**src/rtl/blake2_pmod_host.sv**
```systemverilog
// Host-side initiator for the Pmod hash link: streams a message to the hasher, then collects the digest.
// Define BLAKE2_HOST_TIMEOUT_EN to build the digest watchdog; without it WAIT_HASH waits indefinitely.
module blake2_pmod_host #(
  parameter int BLOCK_BYTES = 64,
  parameter int HASH_BYTES  = 32,
  parameter int TIMEOUT_W   = 16
) (
  input  logic       clk,
  input  logic       rst_async,
  input  logic       msg_valid_i,
  input  logic [7:0] msg_data_i,
  input  logic       msg_last_i,
  output logic       msg_ready_o,
  output logic [7:0] data_o,
  output logic [2:0] data_ctrl_o,
  input  logic [7:0] hash_i,
  input  logic [1:0] hash_ctrl_i,
  output logic       res_valid_o,
  output logic [7:0] res_data_o,
  output logic       res_last_o,
  output logic       busy_o,
  output logic       error_o
);

  localparam int BW = (BLOCK_BYTES > 1) ? $clog2(BLOCK_BYTES) : 1;
  localparam int DW = (HASH_BYTES > 1) ? $clog2(HASH_BYTES) : 1;

  if (BLOCK_BYTES < 2 || (BLOCK_BYTES & (BLOCK_BYTES - 1)) != 0) begin : g_bad_block
    $error("BLOCK_BYTES must be a power of two and at least 2");
  end
  if (TIMEOUT_W < 1) begin : g_bad_timeout
    $error("TIMEOUT_W must be at least 1");
  end

  typedef enum logic [2:0] {
    IDLE,
    WAIT_RDY,
    SEND,
    WAIT_HASH,
    RECV
  } state_t;

  state_t                 state;
  (* IOB = "TRUE" *) logic [7:0] hash_s1;
  (* IOB = "TRUE" *) logic [1:0] hctrl_s1;
  logic [7:0]             hash_s2;
  logic [1:0]             hctrl_s2;
  logic                   hv;
  logic                   hb;
  logic [BW-1:0]          blk_cnt;
  logic [DW-1:0]          dig_cnt;
  logic                   rdy_seen;
`ifdef BLAKE2_HOST_TIMEOUT_EN
  logic [TIMEOUT_W-1:0]   wdog;
`endif

  // The hasher runs on its own clock, so its bus is double-flopped before any decision uses it.
  always_ff @(posedge clk or posedge rst_async) begin
    if (rst_async) begin
      hash_s1  <= 8'h00;
      hctrl_s1 <= 2'b00;
      hash_s2  <= 8'h00;
      hctrl_s2 <= 2'b00;
    end else begin
      hash_s1  <= hash_i;
      hctrl_s1 <= hash_ctrl_i;
      hash_s2  <= hash_s1;
      hctrl_s2 <= hctrl_s1;
    end
  end

  assign hv = hctrl_s2[0];
  assign hb = hctrl_s2[1];

  always_ff @(posedge clk or posedge rst_async) begin
    if (rst_async) begin
      state       <= IDLE;
      msg_ready_o <= 1'b0;
      data_o      <= 8'h00;
      data_ctrl_o <= 3'b000;
      res_valid_o <= 1'b0;
      res_data_o  <= 8'h00;
      res_last_o  <= 1'b0;
      busy_o      <= 1'b0;
      error_o     <= 1'b0;
      blk_cnt     <= '0;
      dig_cnt     <= '0;
      rdy_seen    <= 1'b0;
`ifdef BLAKE2_HOST_TIMEOUT_EN
      wdog        <= '0;
`endif
    end else begin
      data_ctrl_o <= 3'b000;
      res_valid_o <= 1'b0;
      res_last_o  <= 1'b0;

      case (state)
        IDLE: begin
          if (hv) error_o <= 1'b1;
`ifdef BLAKE2_HOST_TIMEOUT_EN
          wdog <= '0;
`endif
          if (msg_valid_i) begin
            state    <= WAIT_RDY;
            busy_o   <= 1'b1;
            rdy_seen <= 1'b0;
          end
        end

        // Two consecutive not-busy samples are needed before committing a whole block.
        WAIT_RDY: begin
          if (hv) error_o <= 1'b1;
          if (hb) begin
            rdy_seen <= 1'b0;
          end else if (rdy_seen) begin
            state       <= SEND;
            msg_ready_o <= 1'b1;
            rdy_seen    <= 1'b0;
          end else begin
            rdy_seen <= 1'b1;
          end
        end

        SEND: begin
          if (hv) error_o <= 1'b1;
          if (msg_valid_i && msg_ready_o) begin
            data_o      <= msg_data_i;
            data_ctrl_o <= {msg_last_i, blk_cnt == '0, 1'b1};
            blk_cnt     <= blk_cnt + BW'(1);
            // Last takes priority over a block wrap; the hasher pads the final block itself.
            if (msg_last_i) begin
              blk_cnt     <= '0;
              state       <= WAIT_HASH;
              msg_ready_o <= 1'b0;
`ifdef BLAKE2_HOST_TIMEOUT_EN
              wdog        <= '0;
`endif
            end else if (blk_cnt == BW'(BLOCK_BYTES - 1)) begin
              state       <= WAIT_RDY;
              msg_ready_o <= 1'b0;
            end
          end
        end

        WAIT_HASH, RECV: begin
          if (hv) begin
            res_valid_o <= 1'b1;
            res_data_o  <= hash_s2;
            if (dig_cnt == DW'(HASH_BYTES - 1)) begin
              res_last_o <= 1'b1;
              state      <= IDLE;
              busy_o     <= 1'b0;
              dig_cnt    <= '0;
            end else begin
              dig_cnt <= dig_cnt + DW'(1);
              state   <= RECV;
            end
          end else if (state == RECV) begin
            error_o <= 1'b1;
            state   <= IDLE;
            busy_o  <= 1'b0;
            dig_cnt <= '0;
          end
`ifdef BLAKE2_HOST_TIMEOUT_EN
          if (hv) begin
            wdog <= '0;
          end else if (wdog == '1) begin
            error_o <= 1'b1;
            state   <= IDLE;
            busy_o  <= 1'b0;
            dig_cnt <= '0;
          end else begin
            wdog <= wdog + TIMEOUT_W'(1);
          end
`endif
        end

        default: begin
          state       <= IDLE;
          msg_ready_o <= 1'b0;
          busy_o      <= 1'b0;
        end
      endcase
    end
  end

endmodule

```
**config.mk**
```make
export PLATFORM = sky130hd
export DESIGN_NAME = blake2_pmod_host
export DESIGN_NICKNAME = d
export VERILOG_FILES = /design/src/rtl/blake2_pmod_host.sv
export SDC_FILE = /design/constraint.sdc
export NUM_CORES = 1
export LEC_CHECK = 0
export ABC_CLOCK_PERIOD_IN_PS = 2700
export CAP_MARGIN = 10
export CORE_MARGIN = 2
export CORE_UTILIZATION = 51
export CTS_CLUSTER_DIAMETER = 50
export DETAILED_ROUTE_END_ITERATION = 7
export PLACE_DENSITY = 0.86
export SYNTH_ARGS = -nofsm -noshare
export SYNTH_HDL_FRONTEND = slang
export SYNTH_SLANG_ARGS = --single-unit
```
**constraint.sdc**
```tcl
create_clock -name clk -period 2.7 [get_ports clk]
set_clock_uncertainty 0.05 [all_clocks]
set_input_delay 0.54 -clock clk [delete_from_list [all_inputs] [get_ports clk]]
set_output_delay 0.54 -clock clk [all_outputs]
set_load 0.005 [all_outputs]
```
==> metrics, run 1 <==
Netlist Area Pre-Place 2330 um2; Post-synth EDFFs 0; Nets 283; Max VDD drop 0.550 mV; status complete, no violations; ANT cells 0; # fillers 333; cell repeated most along the worst path ha_1; reg-to-reg slack, setup 670 ps; Num CTS Buffers 9; Yosys Warn Count 0; Die Height 71.6 um; Detailed Place HPWL 2870 um; max-slew violations 0; ys flop type dfrtp_1; crit-path cells ha_1 -> and3_1 -> ha_1 -> or2b_2 -> or4b_1 -> nand2_1; FFs w/ async S/R, synth 1.00; final core utilization 0.699; most frequent cells in the layout 59 x dfrtp_1, 55 x nand2_1, 45 x clkdlybuf4s50_1, 11 x o21ai_0, 10 x clkbuf_8; Placer Congestion 0.778; Tot GR Track Use 0.190; clock buffer depth 2; Clock Sinks 59; final number of hold-violating endpoints 0; first-pass GRT wire length 7280 um; Arrival @ worst endpoint 2240 ps; Top delay family on crit path simple AND/OR/NAND/NOR gates; Worst Path Buf+Inv 0; number of synthesized register bits 59; Die X 71.6 um; Least-Margin Pin Slew 560 ps; final instance area 3070 um2; clk root buf clkbuf_8; commonest non-fill, non-tap cell in the layout dfrtp_1; initial DRC count 112; CTS tree yes; initial antenna violation count 0; H-tree depth 3; LEAKAGE 1.43 nW; Ports 46; Critical Path RT 2910 ps; Core ar. 4380 um2; Final ANT Viol Nets 0; DR DRC count 0; post_cts resized 0; Post-Syn Instances 205; DRT Pass-1 Iters 4; post-synthesis sequential area ratio 0.633; average size of a mapped cell 11.4 um2; Hold Path Class reg2reg; vias in the first global route 1617; Max-cap violations 0; Critical path origin dig_cnt[1]$_DFFE_PP0P_; Initial Utilization 0.532; Yosys cell types 46; total power 2.95 mW; CP peak stage delay 460 ps; worst skew pair latency 320 ps; R2R Path Start dig_cnt[1]$_DFFE_PP0P_; Via density 5.24; fin crit share 0.751; CP Launch Type flop; fin crit period 2030 ps; power density cells 962 nW/um2; die area 5130 um2; Total Wirelength 4160 um; Setup crit end kind flop; vias 1644; slew margin rel. 0.626; Post-CTS Setup Bufs 0; largest net degree at the start of global routing 34; RSZ-0062 raised after global routing no; final setup fails 0; critical path's slowest cell or4b_1; Setup TNS 0 ps; Routed WL per cell 13.2 um; Crit Path Category reg2reg; Min Hold Slack 296 ps; HP Start hash_s1[2]$_DFF_PP0_; crit-path max FO 4; Worst-path clk slew 60 ps; CTS Hold Bufs 0; Remaining Overflow, GRT 0; synthesis-to-finish area growth 31.4%; Area after DPL 2820 um2; syn nets 231; Buffers on Ports 45; num rows 24; FMAX 493 MHz; share of layout cells above drive strength 1 0.134
==> area by class of cell <==
type	instances	area [um2]	share of cell area
clock buffers	11	141	0.0461
clock inverters	5	100	0.0327
inverters	10	37.5	0.0122
repair buffers	48	485	0.158
well taps	52	65.1	0.0212
multi-input cells	129	759	0.248
flip-flops and latches	59	1480	0.482
==> cells in the mapped netlist (3+ instances only) <==
cell     number  area, um2
buf_6         4       45.0
dfrtp_1      59       1480
nand2_1      55        206
nor2b_1       3       18.8
a31oi_1       3       18.8
o21ai_0      11       55.1
inv_1         8       30.0
nand3_1       5       25.0
a21oi_1       4       20.0
ha_1          4       50.1
nor2_1        4       15.0
==> sequential cells by signal, indices dropped and copies added (netlist names) <==
register	cells
hctrl_s2	2
data_ctrl_o	3
rdy_seen	1
data_o	8
dig_cnt	5
hctrl_s1	2
hash_s1	8
hash_s2	8
blk_cnt	6
msg_ready_o	1
state	3
res_valid_o	1
busy_o	1
res_data_o	8
error_o	1
res_last_o	1
==> stage by stage <==
step | instances | worst slack, ps
after floorplan | 205 | 654
after global placement | 298 | 579
after detailed placement | 298 | 545
after CTS | 314 | 664
after global routing | 314 | 599
final | 314 | 671
==> where the power goes <==
part / internal [mW] / switching [mW] / leakage, nW
clock: 0.635 / 0.316 / 0.123
sequential: 1.08 / 0.180 / 0.728
combinational: 0.428 / 0.305 / 0.575
total: 2.15 / 0.800 / 1.43
==> layer usage <==
metal  global-route usage  routed length [um]
met3               0.0633                 276
met2                0.270                1920
met5                    0                   0
met4                0.138                 141
met1                0.244                1820
==> cell families (layout without fill, tap and decap cells) <==
| logic type | Yosys count | count (layout) | synth area share |
|---|---|---|---|
| AND/OR/NAND/NOR | 87 | 87 | 0.183 |
| flip-flops | 59 | 59 | 0.633 |
| AO/OA/AOI/OAI | 36 | 36 | 0.111 |
| buffers and inverters | 17 | 74 | 0.0413 |
| adder cells (fa/ha/maj) | 4 | 4 | 0.0215 |
| multiplexers | 2 | 2 | 0.00966 |
==> final timing paths <==
kind,cells past startpoint,endpoint
max in group asynchronous,3,hctrl_s1[1]$_DFF_PP0_
hold / removal,0,hash_s2[2]$_DFF_PP0_
setup / recovery,6,dig_cnt[2]$_DFFE_PP0P_
setup reg to reg,6,dig_cnt[2]$_DFFE_PP0P_
min in group asynchronous,2,hash_s1[5]$_DFF_PP0_
hold reg to reg,0,hash_s2[2]$_DFF_PP0_
(Power assumes the default switching activity.)
==> run 2, diff against run 1 <==
--- a/config.mk
+++ b/config.mk
@@ -5,7 +5,7 @@
 export SDC_FILE = /design/constraint.sdc
 export NUM_CORES = 1
 export LEC_CHECK = 0
-export ABC_CLOCK_PERIOD_IN_PS = 2700
+export ABC_CLOCK_PERIOD_IN_PS = 1900
 export CAP_MARGIN = 10
 export CORE_MARGIN = 2
 export CORE_UTILIZATION = 51
==> constraint.sdc (replaced) <==
create_clock -name clk -period 1.9 [get_ports clk]
set_clock_uncertainty 0.05 [all_clocks]
set_input_delay 0.38 -clock clk [delete_from_list [all_inputs] [get_ports clk]]
set_output_delay 0.38 -clock clk [all_outputs]
set_load 0.005 [all_outputs]
==> run 2 against run 1 <==
Design area up 1.7%. Cell count grew 2.5%. Worst setup slack got worse by 620 ps. Global-route usage is 1.3 points higher. Sequential cell count is the same. Hold slack is essentially flat. Total power grew 43%. Combinational power is 54% higher. First-iteration DRC count increased by 44%. Via count is 3.4% higher. Register-to-register slack got worse by 620 ps. Critical path type unchanged. Critical endpoint unchanged. Largest cell class unchanged.
==> metrics, run 2 (synthesis gave the netlist of run 1 again) <==
pre-CTS setup slack -93.0 ps; critical path's slowest cell or4b_1; Initial Utilization 0.532; Clock Sinks 59; NetSw 1.23 mW; CTS tree yes; fin crit share 0.972; combinational share of power 0.269; Post-Layout Cell Count 322; initial antenna violation count 0; Die Height 71.6 um; Max-cap violations 0; share of layout cells above drive strength 1 0.170; status complete, no violations; slew margin rel. 0.686; Critical Path RT 2120 ps; power density cells 1350 nW/um2; crit-path max FO 4; crit-path cells ha_2 -> and3_1 -> ha_2 -> or2b_4 -> or4b_1 -> nand2_1; commonest non-fill, non-tap cell in the layout dfrtp_1; placed insts 304; Hold Path Class reg2reg; Tot GR Track Use 0.203; Worst Path Buf+Inv 0; Nets 291; ANT cells 0; Buffers on Ports 45; Least-Margin Pin Slew 472 ps; Worst-path clk slew 70 ps; Placer Congestion 0.873; DR DRC count 0; Num CTS Buffers 9; final setup fails 0; Remaining Overflow, GRT 0; Pint 2.97 mW; final number of hold-violating endpoints 0; vias in the first global route 1699; Top Layer Used met4; H-tree depth 3; Die X 71.6 um; DRT Pass-1 Iters 4; Clk network pwr share 0.303; Total Wirelength 4590 um; Setup crit end kind flop; Sw Ratio 0.293; die area 5130 um2; Routed WL per cell 14.3 um; Via density 5.28; RSZ-0062 raised after global routing no; CP Launch Type flop; worst skew pair latency 330 ps; Detailed Place HPWL 3080 um; num rows 24; Ports 46; Arrival @ worst endpoint 2070 ps; largest net degree at the start of global routing 60; Top delay family on crit path simple AND/OR/NAND/NOR gates; clk root buf clkbuf_8; synthesis-to-finish area growth 33.7%; fin crit period 1850 ps; Flop pwr share 0.428; CP peak stage delay 470 ps; Crit Path Category reg2reg; cell repeated most along the worst path ha_2; FMAX 541 MHz; Min Hold Slack 296 ps; Final ANT Viol Nets 0; DR WL met2 2340 um; vias 1700; metal3 WL 284 um; most frequent cells in the layout 59 x dfrtp_1, 55 x nand2_1, 45 x clkdlybuf4s50_1, 11 x o21ai_0; initial DRC count 161; max-slew violations 0; Metal-1 WL 1890 um; first-pass GRT wire length 7900 um; LEAKAGE 1.45 nW; Core ar. 4380 um2; clock buffer depth 2; CTS Hold Bufs 0; final setup margin 53.0 ps; reg-to-reg slack, setup 50 ps; Max VDD drop 0.912 mV
==> run 2: per-layer routing <==
metal	vias up	GRT usage
li1	809	-
met1	835	0.257
met2	48	0.321
met3	8	0.0661
met4	0	0.0922
met5	-	0
==> run 2: layout make-up <==
class / instances / area, um2
fill: 290 / 1270
inverter: 10 / 37.5
timing repair buffer: 56 / 546
sequential: 59 / 1480
tap: 52 / 65.1
multi-input combinational: 129 / 767
clock inverter: 6 / 88.8
clock buffer: 10 / 138
==> run 2: path summary, 6_finish.rpt <==
| path | start | endpoint | cells after the start |
|---|---|---|---|
| max | dig_cnt[0]$_DFFE_PP0P_ | dig_cnt[2]$_DFFE_PP0P_ | 6 |
| min | hash_s1[6]$_DFF_PP0_ | hash_s2[6]$_DFF_PP0_ | 0 |
| max reg2reg | dig_cnt[0]$_DFFE_PP0P_ | dig_cnt[2]$_DFFE_PP0P_ | 6 |
| min reg2reg | hash_s1[6]$_DFF_PP0_ | hash_s2[6]$_DFF_PP0_ | 0 |
| max in group asynchronous | rst_async | data_o[0]$_DFFE_PP0P_ | 3 |
| min in group asynchronous | rst_async | hash_s2[6]$_DFF_PP0_ | 3 |
==> run 2: power groups by stage <==
| stage | combinational [mW] | sequential [mW] | clock (mW) |
|---|---|---|---|
| final | 1.13 | 1.80 | 1.27 |
| after global routing | 1.26 | 1.84 | 1.36 |
| after detailed placement | 1.10 | 1.81 | 0 |
| after global placement | 1.05 | 1.80 | 0 |
| after floorplan | 0.604 | 1.74 | 0 |
| after CTS | 1.15 | 1.80 | 1.29 |
==> run 2: per-stage QoR <==
stage | utilization | power [mW] | TNS (ps) | area (um2)
CTS | 0.711 | 4.23 | 0 | 3120
finish | 0.711 | 4.20 | 0 | 3120
floorplan | - | 2.35 | 0 | 2330
detailed placement | 0.655 | 2.91 | -130 | 2870
global route | 0.711 | 4.45 | 0 | 3120
global placement | 0.655 | 2.85 | -42.6 | 2870
==> run 2: timing repair <==
item	in CTS	in global routing
buffers inserted	2	0
gates resized for setup	2	0
setup endpoints to repair	1	0
